==> src/rtl/load_store_unit.sv <==
// load_store_unit: memory-stage load/store sequencer for a word-organised
// data memory. Sub-word loads are extracted and extended. Sub-word stores
// are done as read-modify-write, so the memory only sees full-word writes.
// Optional feature macro: LSU_ALIGN_CHECK_EN. When it is defined,
// misaligned halfword/word accesses fault with exc and make no memory access.
module load_store_unit #(
  parameter int ADDR_W = 8
) (
  input  logic              clk,
  input  logic              reset,
  input  logic              req,
  input  logic [5:0]        opcode,
  input  logic [31:0]       address,
  input  logic [31:0]       write_data,
  output logic              busy,
  output logic              done,
  output logic              exc,
  output logic [31:0]       read_data,
  output logic [ADDR_W-1:0] mem_addr,
  output logic              mem_rd_en,
  output logic              mem_wr_en,
  output logic [31:0]       mem_wdata,
  input  logic [31:0]       mem_rdata
);

  localparam logic [5:0] OP_LB  = 6'h20;
  localparam logic [5:0] OP_LH  = 6'h21;
  localparam logic [5:0] OP_LW  = 6'h23;
  localparam logic [5:0] OP_LBU = 6'h24;
  localparam logic [5:0] OP_LHU = 6'h25;
  localparam logic [5:0] OP_SB  = 6'h28;
  localparam logic [5:0] OP_SH  = 6'h29;
  localparam logic [5:0] OP_SW  = 6'h2B;

  typedef enum logic [2:0] {S_IDLE, S_RD, S_CAP, S_WR, S_DONE} state_t;

  state_t            state_q, state_d;
  logic [5:0]        op_q, op_d;
  logic [ADDR_W-1:0] waddr_q, waddr_d;
  logic [1:0]        off_q, off_d;
  logic [15:0]       sdata_q, sdata_d;
  logic [31:0]       wdata_q, wdata_d;
  logic [31:0]       rdata_q, rdata_d;
  logic              exc_q, exc_d;

  logic              legal_op;
  logic              misaligned;
  logic              is_load;
  logic [7:0]        lane_b;
  logic [15:0]       lane_h;
  logic [31:0]       load_val;
  logic [31:0]       merged;

  // Address bits above the memory's word index have no meaning here.
  logic unused_addr_bits;
  assign unused_addr_bits = ^address[31:ADDR_W+2];

  // Classify the incoming request: legal opcode and (optionally) alignment.
  always_comb begin
    legal_op   = 1'b0;
    misaligned = 1'b0;
    case (opcode)
      OP_LB, OP_LH, OP_LW, OP_LBU, OP_LHU, OP_SB, OP_SH, OP_SW: legal_op = 1'b1;
      default: legal_op = 1'b0;
    endcase
`ifdef LSU_ALIGN_CHECK_EN
    if ((opcode == OP_LH || opcode == OP_LHU || opcode == OP_SH) && address[0])
      misaligned = 1'b1;
    if ((opcode == OP_LW || opcode == OP_SW) && (address[1:0] != 2'b00))
      misaligned = 1'b1;
`endif
  end

  // Pick the addressed lane out of the returned word and extend it.
  always_comb begin
    lane_b   = mem_rdata[{off_q, 3'b000} +: 8];
    lane_h   = mem_rdata[{off_q[1], 4'b0000} +: 16];
    load_val = mem_rdata;
    case (op_q)
      OP_LB:   load_val = {{24{lane_b[7]}}, lane_b};
      OP_LBU:  load_val = {24'h000000, lane_b};
      OP_LH:   load_val = {{16{lane_h[15]}}, lane_h};
      OP_LHU:  load_val = {16'h0000, lane_h};
      default: load_val = mem_rdata;
    endcase
  end

  // Splice the store byte/halfword into the word read back from memory.
  always_comb begin
    merged = mem_rdata;
    if (op_q == OP_SB)
      merged[{off_q, 3'b000} +: 8] = sdata_q[7:0];
    else
      merged[{off_q[1], 4'b0000} +: 16] = sdata_q;
  end

  // Loads occupy 0x20..0x25 and stores 0x28..0x2B; bit 3 separates them.
  assign is_load = ~op_q[3];

  // Next-state and datapath update for the request sequencer.
  always_comb begin
    state_d = state_q;
    op_d    = op_q;
    waddr_d = waddr_q;
    off_d   = off_q;
    sdata_d = sdata_q;
    wdata_d = wdata_q;
    rdata_d = rdata_q;
    exc_d   = exc_q;
    case (state_q)
      S_IDLE: begin
        if (req) begin
          op_d    = opcode;
          waddr_d = address[ADDR_W+1:2];
          off_d   = address[1:0];
          sdata_d = write_data[15:0];
          exc_d   = 1'b0;
          if (!legal_op || misaligned) begin
            exc_d   = 1'b1;
            state_d = S_DONE;
          end else if (opcode == OP_SW) begin
            wdata_d = write_data;
            state_d = S_WR;
          end else begin
            state_d = S_RD;
          end
        end
      end
      S_RD:  state_d = S_CAP;
      S_CAP: begin
        if (is_load) begin
          rdata_d = load_val;
          state_d = S_DONE;
        end else begin
          wdata_d = merged;
          state_d = S_WR;
        end
      end
      S_WR:   state_d = S_DONE;
      S_DONE: state_d = S_IDLE;
      default: state_d = S_IDLE;
    endcase
  end

  // State and datapath registers; reset discards any latched request.
  always_ff @(posedge clk) begin
    if (reset) begin
      state_q <= S_IDLE;
      op_q    <= '0;
      waddr_q <= '0;
      off_q   <= '0;
      sdata_q <= '0;
      wdata_q <= '0;
      rdata_q <= '0;
      exc_q   <= 1'b0;
    end else begin
      state_q <= state_d;
      op_q    <= op_d;
      waddr_q <= waddr_d;
      off_q   <= off_d;
      sdata_q <= sdata_d;
      wdata_q <= wdata_d;
      rdata_q <= rdata_d;
      exc_q   <= exc_d;
    end
  end

  // Strobes are decoded from the state and gated by reset, so asserting
  // reset during WR suppresses that write in the same cycle.
  assign busy      = !reset && (state_q != S_IDLE);
  assign done      = !reset && (state_q == S_DONE);
  assign exc       = !reset && (state_q == S_DONE) && exc_q;
  assign mem_rd_en = !reset && (state_q == S_RD);
  assign mem_wr_en = !reset && (state_q == S_WR);
  assign mem_addr  = (!reset && (state_q != S_IDLE)) ? waddr_q : '0;
  assign mem_wdata = wdata_q;
  assign read_data = rdata_q;

endmodule

==> config.mk <==
export PLATFORM = sky130hd
export DESIGN_NAME = load_store_unit
export DESIGN_NICKNAME = d
export VERILOG_FILES = /design/src/rtl/load_store_unit.sv
export SDC_FILE = /design/constraint.sdc
export NUM_CORES = 1
export LEC_CHECK = 0
export ABC_AREA = 1
export ABC_CLOCK_PERIOD_IN_PS = 3000
export CAP_MARGIN = 0
export CORE_ASPECT_RATIO = 0.5
export CORE_MARGIN = 10
export CORE_UTILIZATION = 50
export CTS_CLUSTER_DIAMETER = 200
export DETAILED_ROUTE_END_ITERATION = 16
export MAX_ROUTING_LAYER = met4
export PLACE_DENSITY = 0.94
export SETUP_SLACK_MARGIN = 0.02
export SLEW_MARGIN = 20
export SYNTH_ARGS = -nofsm -noshare
export SYNTH_HDL_FRONTEND = slang
export SYNTH_SLANG_ARGS = --single-unit
==> constraint.sdc <==
create_clock -name clk -period 3 [get_ports clk]
set_input_delay 0.45 -clock clk [delete_from_list [all_inputs] [get_ports clk]]
set_output_delay 0.45 -clock clk [all_outputs]
set_load 0.02 [all_outputs]
---- Yosys cells after proc, flatten, opt, wreduce, memory -nomap -nowiden ----
Cells that the tools add are included.
storage, ports and cells
  input bits .............................. 105
  bits in registers ....................... 100
  logic and storage cells ................. 68
  output and inout port bits .............. 77
cells by class
  add/sub/neg operators ................... 2
  multiplexer cells ....................... 17
  shift operators ......................... 6
  reduce and logical (&&, ||, !) cells .... 13
  equal/unequal tests ..................... 21
  bitwise operators ....................... 1
operator list
  cell                                                                      number
  32-bit 2-to-1 mux                                                         5
  32-bit case mux with 4 select lines                                       1
  6-bit equality test (second input constant)                               13
  32-bit bitwise mux                                                        2
  32-bit case mux with 2 select lines                                       1
  16-bit by 7-bit variable shift with 32-bit output (first input constant)  1
  8-bit by 7-bit variable shift with 32-bit output (first input constant)   1
  16-bit by 7-bit variable part select with 32-bit output                   1
  32-bit by 6-bit variable part select with 16-bit output                   1
  32-bit by 6-bit variable part select with 8-bit output                    1
  8-bit by 7-bit variable part select with 32-bit output                    1
  5-bit negator with 7-bit output                                           2
  3-bit case mux with 4 select lines                                        1
  3-bit 2-to-1 mux                                                          3
  8-bit 2-to-1 mux                                                          1
  2-bit != test (second input constant)                                     4
  8-bit OR reduction                                                        1
  3-bit by 2-bit equality test with 1-bit output (second input constant)    2
  1-bit logical AND                                                         5
  5-bit AND reduction                                                       1
  2-bit AND reduction                                                       2
  3-bit by 1-bit equality test with 1-bit output (second input constant)    1
  3-bit equality test (second input constant)                               1
  3-bit logical NOT                                                         1
  other kinds (6)                                                           7

---- Logic depth before layout (Yosys ltp) ----
Gate-level depths: netlist (run 1).
  depth in word-level cells ............... 6
  mapped depth ............................ 13
  mapped depth without buffers ............ 11

---- Worst setup path after synthesis (run 1) ----
Ideal clock, no wire load.
  path kind ............................... register to register
  start ................................... register off_q[1]
  end ..................................... register wdata_q[2], in the netlist mem_wdata[2]
  arrival ................................. 1.823 ns
  stages on the path, launching flop included .. 13
  setup slack ............................. 1.113 ns
  library setup time ...................... 0.064 ns
  cells stage by stage .................... dfxtp_1 inv_2 clkbuf_1 ha_1 buf_2 nand2_1 nor2_1 nand3_1 nand3_1 nand2_1 nand2_1 nor2_1 nor2_1
between the ends
  cells in the longest elaborated chain, start to end .. 6
  elaborated cells on any way between the ends .. 11
RTL lines
  what                                                                                   line    source
  start, declared                                                                        40      logic [1:0] off_q, off_d;
  start signal, assigned                                                                 151     off_q <= '0;
  start signal, assigned                                                                 160     off_q <= off_d;
  5-bit negator with 7-bit output (on tied branches)                                     94, 92
  16-bit by 7-bit variable part select with 32-bit output, or another cell as far along  94      merged[{off_q[1], 4'b0000} +: 16] = sdata_q;
  32-bit bitwise mux (on tied branches)                                                  94, 92
  32-bit 2-to-1 mux (*)                                                                  91      if (op_q == OP_SB)
  32-bit 2-to-1 mux (*)                                                                  131     if (is_load) begin
  32-bit case mux with 2 select lines (*)                                                110     case (state_q)
  end signal, assigned                                                                   162     wdata_q <= wdata_d;
  end, declared                                                                          42      logic [31:0] wdata_q, wdata_d;
Mark *: on every way between the ends. The rest lies on a longest branch, timed or not. The select of a mux whose other input is x is not followed.
A chain may end at the register's enable or synchronous reset.

---- Final worst setup path (run 1) ----
  start ................................... input reset
  end ..................................... output mem_addr[1]
between the ends
  cells in the longest elaborated chain, start to end .. 3
RTL lines
  what               line  source
  start, declared    10    input logic reset,
  1-bit logical NOT  175   assign mem_addr = (!reset && (state_q != S_IDLE)) ? waddr_q : '0;
  1-bit logical AND  175
  8-bit 2-to-1 mux   175
  end, declared      19    output logic [ADDR_W-1:0] mem_addr,
Every way passes these cells.

==> impl_results.md, run 1 <==
- Fin. Hold Viols: 0
- Total Power: 3.42 mW
- PwrDens: 419 mW/mm^2
- All-layer global routing usage: 0.255
- WHS: 0.451 ns
- Post-CTS setup buffers: 0
- Clock Sinks: 100
- Clock skew: between 0.006 and 0.007 ns
- Via density: 5.42
- DR pass1 iterations: 8
- Number of max-cap violations: 0
- WP data arrival: 2.05 ns
- Leak: 3.46 nW
- Slowest stage cell, crit path: clkdlybuf4s50_1
- Clock buffer depth: 2
- Number of antenna diodes: 0
- Final setup fails: 0
- CP Launch Type: input port
- CP bufs+invs: 3
- CTS H-tree lvls: 3
- Total vias in the final route: 7,282
- DR iter-0 viols: between 700 and 800
- Min setup slack post-route: 0.495 ns
- Die span in y: 98.9 um
- Largest net degree at the start of global routing: 67
- Syn Area/Cell: 5.92 sq um
- Clock buffer count from CTS: 9
- # nets final: 1,283
- Gate Count Post-Synth: 1,050
- Worst-Margin Slew: ~0.68 ns
- Core area: 0.0120 sq mm
- Grt total ovfl: 0
- Post-DP HPWL: 16.9 mm
- Dpl ws: 0.507 ns
- Critical path fanouts, max: 8
- Post_cts resized: 0
- Clock Latency Late Sink: 0.35 ns
- Initial antenna violation count: 0
- # IOs: 182
- Hold Path Class: flop to flop
- Routed wire per std cell: 16.7 um
- Yosys warns: 0
- Setup_tns: 0 ns
- Post-layout minimum cycle time: roughly 2.5 ns
- Synthesized area: 0.00622 sq mm
- Fin. max-slew vios: 0
- Outcome: complete, no violations
- WL final: approximately 22 mm
- DRC: 0
- Synthesized flop and latch total: 100
- Rel. slew slack: 0.545
- Register area share after synthesis: 0.322
- Root buf cell: clkbuf_16
- Cts hold-fix bufs: 0
- Netlist cell types: 39
- Die area: 0.0176 sq mm
- Starting Density: 0.519
- Clock-pin slew on the worst setup and hold paths: 0.07 ns
- Critical path, cell by cell: clkdlybuf4s50_1, nor2_1, inv_1, nor2_1, clkdlybuf4s50_1
- Delay-heaviest family, CP: buffers and inverters
- Area Growth Syn to Fin: 31.2%
- Worst Setup End Kind: output port
- Routability Congestion: approximately 0.98
- CTS tree: built
- Syn nets: 1,160
- Worst Setup Path Type: input port to output port
- Ratio of cells with drive above 1 in the final layout: 0.0518
- Highest clock rate: around 400 MHz
- Num rows: 28
- Fill cells: 1,115
- Final ANT Viol Nets: 0
- Crit share post-route: 0.835
- VDD IR-drop max: 0.000283 V
- Width of the die: ~180 um
- Vias in the first global route: 6,585
- Global-route wire length before repair: between 30 and 40 mm
- Port bufs: 159
- Slowest stage delay, CP: slightly above 0.6 ns
- Worst Path Required: around 2.6 ns
- Unrepaired setup endpoints after global routing: false
final timing paths:
check | endpoint | cells past startpoint | slack (ns) | startpoint
worst min register to register | waddr_q[5]$_SDFFE_PP0P_ | 2 | 0.45 | waddr_q[5]$_SDFFE_PP0P_
worst min-delay path | waddr_q[5]$_SDFFE_PP0P_ | 2 | 0.45 | waddr_q[5]$_SDFFE_PP0P_
worst max-delay path | mem_addr[1] | 5 | 0.50 | reset
worst max register to register | mem_wdata[1]$_SDFFE_PP0P_ | 10 | 0.80 | off_q[0]$_SDFFE_PP0P_
layout make-up:
cell class,count,area (sq um),area share
Clock buffer,12,256,0.0314
Timing Repair Buffer,174,1730,0.212
Sequential cell,100,2000,0.245
Multi-Input combinational cell,787,3530,0.433
Tap cell,165,206,0.0253
Clock inverter,4,56.3,0.00690
Inverter,101,379,0.0465
registers in the layout, summed over array words and instances (netlist names):
register,flops
mem_wdata,32
off_q,2
op_q,6
exc_q,1
sdata_q,16
state_q,3
read_data,32
waddr_q,8
cells by family after synthesis:
family	synth area share
simple gates	0.343
compound gates	0.213
buf+inv	0.111
flops	0.322
fa+ha+maj	0.0101
mux	0.00161
synthesized netlist by cell type, drive strengths merged:
cell type / count / share of area
nand2: 280 / 0.17
nor2: 209 / 0.13
a21oi: 117 / 0.096
inv: 101 / 0.061
dfxtp: 100 / 0.32
o21ai: 96 / 0.079
buf: 35 / 0.033
nand3: 29 / 0.027
clkbuf: 27 / 0.016
a31oi: 16 / 0.016
a21boi: 9 / 0.011
nand4: 6 / 0.0060
ha: 5 / 0.010
o21a: 5 / 0.0060
or2: 5 / 0.0050
nor3: 2 / 0.0016
a211oi: 1 / 0.0012
and2: 1 / 0.0010
mux2i: 1 / 0.0016
nand3b: 1 / 0.0012
nor4: 1 / 0.0010
o211ai: 1 / 0.0012
o21bai: 1 / 0.0012
o22ai: 1 / 0.0010
tightest hold or removal path, stage by stage (launching register included):
cell and delay (ns):
dfxtp_1 0.30, inv_1 0.06, a21oi_1 0.05
per-stage QoR:
| step | util | instance area (sq um) | cells |
|---|---|---|---|
| 2_1_floorplan | - | 6220 | 1050 |
| 3_3_place_gp | 0.655 | 7850 | 1327 |
| 3_5_place_dp | 0.655 | 7850 | 1327 |
| 4_1_cts | 0.681 | 8160 | 1343 |
| 5_1_grt | 0.681 | 8160 | 1343 |
| 6_report | 0.681 | 8160 | 1343 |
layer usage:
metal / track usage / wire [um] / vias up
met2: 0.386 / 9720 / 350
met5: - / 0 / -
met1: 0.342 / 9990 / 3331
met4: 0.0459 / 268 / 0
li1: - / - / 3573
met3: 0.0586 / 2380 / 28
cells in the final DEF, fill, tap and decap left out, types with 12 or more instances in the layout:
master / netlist / final
o21ai_0: 93 / 93
clkdlybuf4s50_1: 0 / 159
a21oi_1: 116 / 116
nand3_1: 26 / 26
inv_1: 90 / 89
a31oi_1: 16 / 16
nand2_1: 277 / 277
buf_4: 4 / 13
nor2_1: 203 / 203
inv_2: 11 / 12
dfxtp_1: 100 / 99
where the power goes:
part | switching, mW | total, mW | internal (mW)
clock network | 0.539 | 1.24 | 0.700
logic | 0.474 | 0.754 | 0.280
registers | 0.0422 | 1.43 | 1.38
total | 1.06 | 3.42 | 2.36
Power figures use the tool's default switching activity.
==> inputs of run 2 (changes only) <==
--- a/config.mk
+++ b/config.mk
@@ -6,15 +6,15 @@
 export NUM_CORES = 1
 export LEC_CHECK = 0
 export ABC_AREA = 1
-export ABC_CLOCK_PERIOD_IN_PS = 3000
+export ABC_CLOCK_PERIOD_IN_PS = 2610
 export CAP_MARGIN = 0
 export CORE_ASPECT_RATIO = 0.5
 export CORE_MARGIN = 10
-export CORE_UTILIZATION = 50
+export CORE_UTILIZATION = 48
 export CTS_CLUSTER_DIAMETER = 200
 export DETAILED_ROUTE_END_ITERATION = 16
 export MAX_ROUTING_LAYER = met4
-export PLACE_DENSITY = 0.94
+export PLACE_DENSITY = 0.91
 export SETUP_SLACK_MARGIN = 0.02
 export SLEW_MARGIN = 20
 export SYNTH_ARGS = -nofsm -noshare
==> constraint.sdc (replaced) <==
create_clock -name clk -period 2.61 [get_ports clk]
set_input_delay 0.3915 -clock clk [delete_from_list [all_inputs] [get_ports clk]]
set_output_delay 0.3915 -clock clk [all_outputs]
set_load 0.02 [all_outputs]
==> run 2 against run 1 <==
- sequential power rose by 15%
- largest cell class unchanged
- wire length increased by 0.76%
- clock-buffer cell count down 2
- largest power group unchanged
==> impl_results.md, run 2 (synthesized netlist as in run 1, its figures left out) <==
- WHS: 0.453 ns (was 0.451 ns)
- Clock skew: 0.00641 ns (was 0.00665 ns)
- Leak: 3.58 nW (was 3.46 nW)
- Clock buffer count from CTS: 9 (unchanged)
- Worst Path Required: 2.22 ns (was 2.55 ns)
- Clock-pin slew on the worst setup and hold paths: 0.07 ns (about the same)
- Post-CTS setup buffers: 0 (unchanged)
- Post-DP HPWL: 16.9 mm (about the same)
- Setup_tns: 0 ns (unchanged)
- # IOs: 182 (unchanged)
- Number of max-cap violations: 0 (unchanged)
- # nets final: 1,284 (was 1,283)
- Highest clock rate: ~420 MHz
- Routability Congestion: 0.967 (was 0.980)
- DR pass1 iterations: 5 (was 8)
- Most frequent cells in the layout: nand2_1 (277), nor2_1 (202), clkdlybuf4s50_1 (152) (was nand2_1 (277), nor2_1 (203), clkdlybuf4s50_1 (159))
- Cts hold-fix bufs: 0 (unchanged)
- Crit share post-route: 0.918
- Critical path fanouts, max: 6 (was 8)
- WL final: 22.5 mm (was 22.4 mm)
- Final ANT Viol Nets: 0 (unchanged)
- Clock Sinks: 100 (unchanged)
- Outcome: complete, no violations (unchanged)
- Final setup fails: 0 (unchanged)
- Launch point of the worst path: reset (unchanged)
- Rel. slew slack: 0.526 (was 0.545)
- Fin. max-slew vios: 0 (unchanged)
- Area Growth Syn to Fin: 31.5% (was 31.2%)
- Worst-Margin Slew: 0.711 ns (was 0.683 ns)
- CTS tree: built (unchanged)
- Slowest stage cell, crit path: clkdlybuf4s50_1 (unchanged)
- Starting Density: 0.491 (was 0.519)
- Number of antenna diodes: 0 (unchanged)
- Unrepaired setup endpoints after global routing: false (unchanged)
- Largest net degree at the start of global routing: 98 (was 67)
- Most used cell, CP: clkdlybuf4s50_1
- Fin. Hold Viols: 0 (unchanged)
- CP Launch Type: input port (unchanged)
- Grt total ovfl: 0 (unchanged)
- Global-route wire length before repair: 35.9 mm (was 35.5 mm)
- Delay-heaviest family, CP: buffers and inverters (unchanged)
- Min setup slack post-route: 0.214 ns (was 0.495 ns)
- PwrDens: 478 mW/mm^2 (was 419 mW/mm^2)
- Dpl ws: 0.116 ns (was 0.507 ns)
- CTS H-tree lvls: 3 (unchanged)
- Num rows: 29 (was 28)
- Root buf cell: clkbuf_16 (unchanged)
- Via density: 5.35 (was 5.42)
- Worst Setup Path Type: input port to output port (unchanged)
- Worst Setup End Kind: output port (unchanged)
- Min-delay src: waddr_q[5]$_SDFFE_PP0P_ (unchanged)
- Core area: 0.0127 sq mm (was 0.0120 sq mm)
- Clock buffer depth: 2 (unchanged)
- DRC: 0 (unchanged)
- Post_cts resized: 0 (unchanged)
- Clock Latency Late Sink: 0.35 ns (about the same)
- Ratio of cells with drive above 1 in the final layout: 0.0543 (was 0.0518)
- CP bufs+invs: 2 (was 3)
- Slowest stage delay, CP: 0.61 ns (about the same)
- Post-layout minimum cycle time: 2.40 ns
- Worst r2r src: off_q[1]$_SDFFE_PP0P_ (was off_q[0]$_SDFFE_PP0P_)
- Hold Path Class: flop to flop (unchanged)
- Port bufs: 159 (unchanged)
- All-layer global routing usage: 0.244 (was 0.255)
- Initial antenna violation count: 0 (unchanged)
- Total vias in the final route: 7,219 (was 7,282)
- VDD IR-drop max: 0.000283 V (about the same)
- Commonest non-fill, non-tap cell in the layout: nand2_1 (unchanged)
- Critical path, cell by cell: clkdlybuf4s50_1, nor3_1, and2_1, clkdlybuf4s50_1 (was clkdlybuf4s50_1, nor2_1, inv_1, nor2_1, clkdlybuf4s50_1)
- Routed wire per std cell: 16.7 um (about the same)
- Vias in the first global route: 6,623 (was 6,585)
- Die area: 0.0182 sq mm (was 0.0176 sq mm)
- Width of the die: 181 um (was 178 um)
- Die span in y: 101 um (was 98.9 um)
- WP data arrival: 2.00 ns (was 2.05 ns)
- DR iter-0 viols: 725 (was 788)
## run 2: layout make-up
| type | count | area [sq um] |
|---|---|---|
| Fill cell | 1187 | 4480 |
| Tap cell | 170 | 213 |
| Clock buffer | 10 | 229 |
| Sequential cell | 100 | 2000 |
| Timing Repair Buffer | 175 | 1750 |
| Inverter | 101 | 379 |
| Clock inverter | 6 | 68.8 |
| Multi-Input combinational cell | 787 | 3530 |
## run 2: layer usage
layer	track usage	vias to the layer above	routed length [um]	part of all wire
li1	-	3585	-	-
met1	0.334	3306	10600	0.47
met2	0.375	311	9930	0.44
met3	0.0487	17	1870	0.083
met4	0.0323	0	164	0.0073
met5	-	-	0	0
## run 2: stage by stage
stage / utilization / instances / total power [mW] / area [sq um]
3_5_place_dp: 0.621 / 1333 / 2.53 / 7860
2_1_floorplan: - / 1050 / 2.17 / 6220
3_3_place_gp: 0.621 / 1333 / 2.51 / 7860
4_1_cts: 0.644 / 1349 / 3.90 / 8160
5_1_grt: 0.646 / 1349 / 4.08 / 8180
6_report: 0.646 / 1349 / 3.91 / 8180
## run 2: where the power goes
| part | total, mW | leakage, nW | internal [mW] | switching, mW |
|---|---|---|---|---|
| Clock | 1.39 | 0.144 | 0.754 | 0.636 |
| Combinational | 0.881 | 2.62 | 0.332 | 0.549 |
| Sequential | 1.64 | 0.814 | 1.59 | 0.0469 |
## run 2: tightest hold or removal path: cells and delay by family (launching register included)
kind,cells,cell delay [ns]
compound gates,1,0.05
buf+inv,1,0.06
flops,1,0.30
## run 2: worst paths after layout
check                               end  slack (ns)  depth (start not counted)
max                                 exc        0.21                          4
min             waddr_q[5]$_SDFFE_PP0P_        0.45                          2
max reg2reg  read_data[20]$_SDFFE_PP0P_        0.43                          8
min reg2reg     waddr_q[5]$_SDFFE_PP0P_        0.45                          2
